===== config.mk =====
export PLATFORM = sky130hd
export DESIGN_NAME = pipeline_run_controller
export DESIGN_NICKNAME = d
export VERILOG_FILES = /design/src/rtl/pipeline_run_controller.sv
export SDC_FILE = /design/constraint.sdc
export NUM_CORES = 1
export LEC_CHECK = 0
export BUFFER_PORTS_ARGS = -buffer_cell sky130_fd_sc_hd__clkbuf_2
export CORE_ASPECT_RATIO = 0.9
export CORE_MARGIN = 4
export CORE_UTILIZATION = 60
export DETAILED_ROUTE_END_ITERATION = 10
export GPL_TIMING_DRIVEN = 0
export PLACE_DENSITY_LB_ADDON = 0.12
export SYNTH_ARGS = -nofsm -noshare
export SYNTH_HDL_FRONTEND = slang
export SYNTH_SLANG_ARGS = --single-unit

===== constraint.sdc =====
create_clock -name clk_i -period 3.7 [get_ports clk_i]
set_input_delay 0.74 -clock clk_i [delete_from_list [all_inputs] [get_ports clk_i]]
set_output_delay 0.74 -clock clk_i [all_outputs]
set_load 0.1 [all_outputs]

===== src/rtl/pipeline_run_controller.sv =====
// Run-control sequencer: idle/run/drain/halted/step/done for the core,
// driving the hazard unit freeze and keeping cycle/retire counters.
module pipeline_run_controller #(
  parameter int unsigned DRAIN_CYCLES = 4,
  parameter int unsigned CNT_W        = 32
) (
  input  logic             clk_i,
  input  logic             rst_ni,
  input  logic             start_i,
  input  logic             step_i,
  input  logic             halt_req_i,
  input  logic             halt_insn_id_i,
  input  logic             retire_valid_i,
  output logic             core_halt_o,
  output logic [2:0]       state_o,
  output logic             halted_o,
  output logic             done_o,
  output logic [CNT_W-1:0] cycle_count_o,
  output logic [CNT_W-1:0] retire_count_o
);

  typedef enum logic [2:0] {
    S_IDLE   = 3'd0,
    S_RUN    = 3'd1,
    S_DRAIN  = 3'd2,
    S_HALTED = 3'd3,
    S_STEP   = 3'd4,
    S_DONE   = 3'd5
  } state_e;

  localparam logic [3:0] DrainLoad = 4'(DRAIN_CYCLES - 1);

  state_e           state_q, state_d;
  logic             dp_q, dp_d;
  logic [3:0]       drain_q, drain_d;
  logic [CNT_W-1:0] cyc_q, cyc_d;
  logic [CNT_W-1:0] ret_q, ret_d;
  logic             clr;
  logic             active;

  always_comb begin
    state_d = state_q;
    dp_d    = dp_q;
    drain_d = drain_q;
    clr     = 1'b0;
    unique case (state_q)
      S_IDLE: begin
        if (start_i && !halt_req_i) begin
          state_d = S_RUN;
          clr     = 1'b1;
        end
      end
      S_RUN: begin
        // halt opcode outranks a debug halt: the program is finished
        if (halt_insn_id_i) begin
          state_d = S_DRAIN;
          dp_d    = 1'b1;
          drain_d = DrainLoad;
        end else if (halt_req_i) begin
          state_d = S_DRAIN;
          dp_d    = 1'b0;
          drain_d = DrainLoad;
        end
      end
      S_DRAIN: begin
        if (drain_q == 4'd0) begin
          state_d = dp_q ? S_DONE : S_HALTED;
        end else begin
          drain_d = drain_q - 4'd1;
        end
      end
      S_HALTED: begin
        if (step_i) begin
          state_d = S_STEP;
        end else if (start_i && !halt_req_i) begin
          state_d = S_RUN;
        end
      end
      S_STEP: begin
        state_d = S_DRAIN;
        drain_d = DrainLoad;
        if (halt_insn_id_i) begin
          dp_d = 1'b1;
        end
      end
      S_DONE: begin
        state_d = S_DONE;
      end
      default: begin
        state_d = S_IDLE;
      end
    endcase
  end

  assign active = (state_q == S_RUN) ||
                  (state_q == S_STEP) ||
                  (state_q == S_DRAIN);

  always_comb begin
    cyc_d = cyc_q;
    ret_d = ret_q;
    if (clr) begin
      cyc_d = '0;
      ret_d = '0;
    end else if (active) begin
      if (!(&cyc_q)) begin
        cyc_d = cyc_q + 1'b1;
      end
      if (retire_valid_i && !(&ret_q)) begin
        ret_d = ret_q + 1'b1;
      end
    end
  end

  always_ff @(posedge clk_i or negedge rst_ni) begin
    if (!rst_ni) begin
      state_q <= S_IDLE;
      dp_q    <= 1'b0;
      drain_q <= 4'd0;
      cyc_q   <= '0;
      ret_q   <= '0;
    end else begin
      state_q <= state_d;
      dp_q    <= dp_d;
      drain_q <= drain_d;
      cyc_q   <= cyc_d;
      ret_q   <= ret_d;
    end
  end

  // RUN/STEP freeze follows the ID decode combinationally
  assign core_halt_o = ((state_q == S_RUN) || (state_q == S_STEP))
                       ? halt_insn_id_i : 1'b1;

  assign state_o        = state_q;
  assign halted_o       = (state_q == S_HALTED);
  assign done_o         = (state_q == S_DONE);
  assign cycle_count_o  = cyc_q;
  assign retire_count_o = ret_q;

endmodule


* After elaboration in Yosys (flattened, before gate mapping)
Index checks and enable logic that the tools add are counted.
** Cells by class
- Mux-type cells :: 24
- Add/subtract/negate cells :: 3
- Equal/unequal tests :: 10
- Reductions and logical operators :: 19
** Operators with widths (number)
- 2-to-1 mux 32 bit :: 6
- adder 32 x 1 -> 32 bit, second input constant :: 2
- AND reduction 32 bit :: 2
- 2-to-1 mux 3 bit :: 6
- case mux 3 bit (6 select lines) :: 1
- 2-to-1 mux 4 bit :: 3
- case mux 4 bit (3 select lines) :: 1
- inequality test 2 bit, second input constant :: 4
- equality test 3 x 2 -> 1 bit, second input constant :: 2
- equality test 3 bit, second input constant :: 2
- 2-to-1 mux 1 bit :: 6
- AND reduction 2 bit :: 3
- AND reduction 3 bit :: 2
- nonzero test 2 bit :: 3
- zero test 4 bit :: 1
- subtractor 4 x 1 -> 4 bit, second input constant :: 1
- equality test 3 x 1 -> 1 bit, second input constant :: 1
- zero test 3 bit :: 1
- inequality test 3 bit, second input constant :: 1
- nonzero test 3 bit :: 1
- logical AND 1 bit :: 2
- zero test 1 bit :: 2
- logical OR 1 bit :: 2
- case mux 1 bit (2 select lines) :: 1
** Storage, ports and cells
- Word-level logic and storage cells :: 61
- Bits in registers :: 72
- Input port bits :: 7

* Longest topological paths before layout
- Word-level depth :: 6
- Mapped depth :: 9
- Gate-level depth less buffers :: 6

* Least setup slack after synthesis
Ideal clock, no wire load.
- Kind :: reg2out
- Start :: reg state_q[0], in the netlist state_o[0]
- End :: out halted_o
- Cell stages (with the launch flop) :: 4
- Arrival time :: 2.587 ns
- Data required time :: 2.960 ns
- Setup slack :: 0.373 ns
- Cells stage by stage :: dfrtp_1 > buf_2 > inv_1 > nor2_1
** Between the ends
- Word-level cells in the longest chain between the ends :: 1
** Ends and longest elaborated chain
- start: declaration :: line 33 : state_e state_q, state_d;
- start signal: assignment :: line 123 : state_q <= state_d;
- equality test 3 x 2 -> 1 bit :: line 136 : assign halted_o = (state_q == S_HALTED);
- end: declaration :: line 16 : output logic halted_o,
No other way between the ends.

* Worst setup path after layout
- Start :: reg state_q[0], in the netlist state_o[0]
- End :: out done_o
** Between the ends
- Word-level cells in the longest chain between the ends :: 1
** Ends and longest elaborated chain
- equality test 3 bit :: line 137 : assign done_o = (state_q == S_DONE);
- end: declaration :: line 17 : output logic done_o,
No other way between the ends.

==> results.yml <==
run_status:
  status: "finished clean"
routing:
  vias: 4052
  drc_errors: 0
  vias_per_cell: 6.39
  first_iter_violations: 239
  routed_wl_um: 10800
  postRouteAntennaNets: 0
  dr.pass1.iters: 6
  drt-wirelength-per-cell_um: 17.0
pwr:
  total_power_mw: 4.11
  seqPwrFrac_pct: 28.3
  power_frac_clock_pct: 17.0
  leakage_nw: 2.19
  peakVddDrop_v: 0.000862
  power_density_mw_per_mm2: 860
  internal_power_mw: 1.80
  pwr-share-comb_pct: 54.7
  p_switching_mw: 2.32
  switching_share_pct: 56.3
global_route:
  gr-total-overflow: 0
  grt_pass1_wl_um: 17600
  first_global_vias: 3692
  grt_usage_pct: 27.3
  busiest_layer: "met2"
  gr-usage-met2_pct: 44.1
  use_met1_pct: 36.8
  antenna_found_initial: 0
  met3_usage_pct: 6.32
  grt_start_max_net_pins: 53
yosys:
  synth-async-reset-ratio_pct: 100
  syn_avg_cell_area_um2: 8.96
  synth_most_common_cell: "dfrtp_1"
  synth_cell_type_count: 54
  syn_inst: 451
  synth-seq-cells: 72
  yosys_warnings: 0
  synth_edf_count: 0
  netlist_area_mm2: 0.00404
  synth_fp_nets: 461
  yosysSeqAreaShare_pct: 44.6
  synth_top_area_cell: "dfrtp_1"
  synth_flop_cell: "dfrtp_1"
  yosys.area.top_type_share_pct: 44.6
  synthTopCellsByCount: "dfrtp_1 (72), nand2_1 (47), nand3_1 (37), a21oi_1 (34), o21ai_0 (27)"
  ys_top_cells_by_area: "dfrtp_1 (45%), nand3_1 (4.6%), nand2_1 (4.4%)"
timing:
  final.setup_skew_ns: 0.00811
  tightest_slew_ns: 0.997
  slew_headroom_pct: 31.6
  fmax_mhz: 393
  slew_violations: 0
  setup-tns-final_ns: 0
  rsz0062_at_grt: "no"
  hold_violations: 0
  fin_crit_ns: 2.54
  setup_viol: 0
  fin_crit_sh_pct: 68.7
min_path:
  hp-class: "in2async"
placement:
  io_buffers: 76
  placed_cells: 618
  gp_congestion: 0.877
  post_dp_cell_area_mm2: 0.00457
  dpl.hpwl_um: 7570
layout:
  drive_above_1_share_pct: 21.0
  diodes: 0
  fill_cells: 510
  final_cell_area_mm2: 0.00479
  multi_input_area_mm2: 0.00207
  syn2layout_area_growth_pct: 18.4
  regArea_mm2: 0.00180
  nets: 549
  instances_no_fill: 634
die:
  ios: 77
  die_h_um: 85.9
  core_mm2: 0.00655
  initial_core_util_pct: 61.7
  rows: 28
  die-area_mm2: 0.00812
  die_w_um: 94.5
clock_tree:
  clkTransAtPathRegs_ns: 0.08
  ctsHoldBuffers: 0
  cts_sinks: 72
  clockRootBuffer: "clkbuf_8"
  cts_resized: 0
  postCtsSetupRepairBufs: 0
  htreeDepth: 3
  cts_made_buffers: 9
  clk_path_buf_depth: 2
  cts_tree: "done"
  clk-insertion-delay-late_ns: 0.35
critical_path:
  crit_type: "reg2out"
  arrival_ns: 1.80
  path_max_fanout: 8
  endpoint_kind: "output pin"
  reg2reg_slack_ns: 1.22
  cp.required_ns: 2.96
  start_kind: "flip-flop"
flow_run:
  maxCapViolCount: 0
cell families (layout without fill, tap and decap cells):
kind of cell	count (synthesis)	count (layout)	share of synthesized area, %
and+or+nand+nor	202	202	26.7
AOI/OAI and AO/OA	124	124	19.9
adders and majority gates	3	3	0.929
muxes	11	11	2.75
DFF	72	72	44.6
buffers and inverters	35	128	4.27
xor gates and xnor gates	4	4	0.867
area by class of cell:
class | instances | area share, %
tap | 90 | 2.35
timing repair buffer | 77 | 8.58
sequential | 72 | 37.6
clock buffer | 10 | 2.88
multi-input combinational | 344 | 43.2
buffer | 24 | 2.75
inverter | 11 | 0.863
clock inverter | 6 | 1.73
per-stage QoR:
| step | setup slack [ns] | hold WS [ns] | util, % |
|---|---|---|---|
| 2_1_floorplan | 0.373 | 0.444 | - |
| 3_3_place_gp | 1.16 | 0.473 | 69.2 |
| 3_5_place_dp | 1.12 | 0.476 | 69.7 |
| 4_1_cts | 1.14 | 0.316 | 73.1 |
| 5_1_grt | 1.01 | 0.323 | 73.1 |
| 6_report | 1.16 | 0.314 | 73.1 |
worst max-delay path, cell delays in order (launching register included):
cell      delay (ns)
dfrtp_1         0.36
buf_2           0.21
inv_1           0.12
nor2_1          0.12
and2_1          0.17
clkbuf_2        0.47
sequential cells by signal, summed over array words and instances (netlist names):
name	cells
dp_q	1
drain_q	4
retire_count_o	32
state_o	3
cycle_count_o	32
worst paths after layout:
kind,from,end,depth (start not counted)
min in group clk_i,drain_q[3],drain_q[3],1
max reg2reg,retire_count_o[0],retire_count_o[26],6
min,rst_ni,state_o[0],1
min reg2reg,drain_q[3],drain_q[3],1
max,state_o[0],done_o,5
max in group asynchronous,rst_ni,cycle_count_o[5],2
cell usage in the layout (no fill, tap or decap), types with 3 or more instances in the layout:
cell,n
o31ai_1,10
clkbuf_2,75
nand3_1,37
and2_1,6
nand2_1,47
dfrtp_1,72
a31oi_1,12
clkbuf_1,10
or3_1,19
o21ai_0,27
nor2_1,24
nor4_1,3
mux2i_1,10
and3_1,13
clkinv_2,3
a211oi_1,4
ha_1,3
buf_6,4
o211ai_1,11
nor3_1,10
or4_1,8
clkbuf_8,10
inv_1,11
a21oi_1,34
nand4_1,20
xnor2_1,3
buf_2,9
and4_1,10
per-layer routing:
layer,share of wire (%),vias up
li1,-,1891
met1,43,1951
met2,48,188
met3,7.4,22
met4,1.6,0
met5,0,-
power groups by stage:
| stage | Sequential [mW] | Clock (mW) | Combinational [mW] |
|---|---|---|---|
| 3_3_place_gp | 1.16 | 0 | 2.20 |
| 3_5_place_dp | 1.17 | 0 | 2.24 |
| 5_1_grt | 1.19 | 0.748 | 2.38 |
| 6_report | 1.16 | 0.700 | 2.25 |
| 2_1_floorplan | 2.11 | 0 | 0.838 |
| 4_1_cts | 1.16 | 0.709 | 2.24 |
Note: power is estimated with default switching activity, not from simulation.
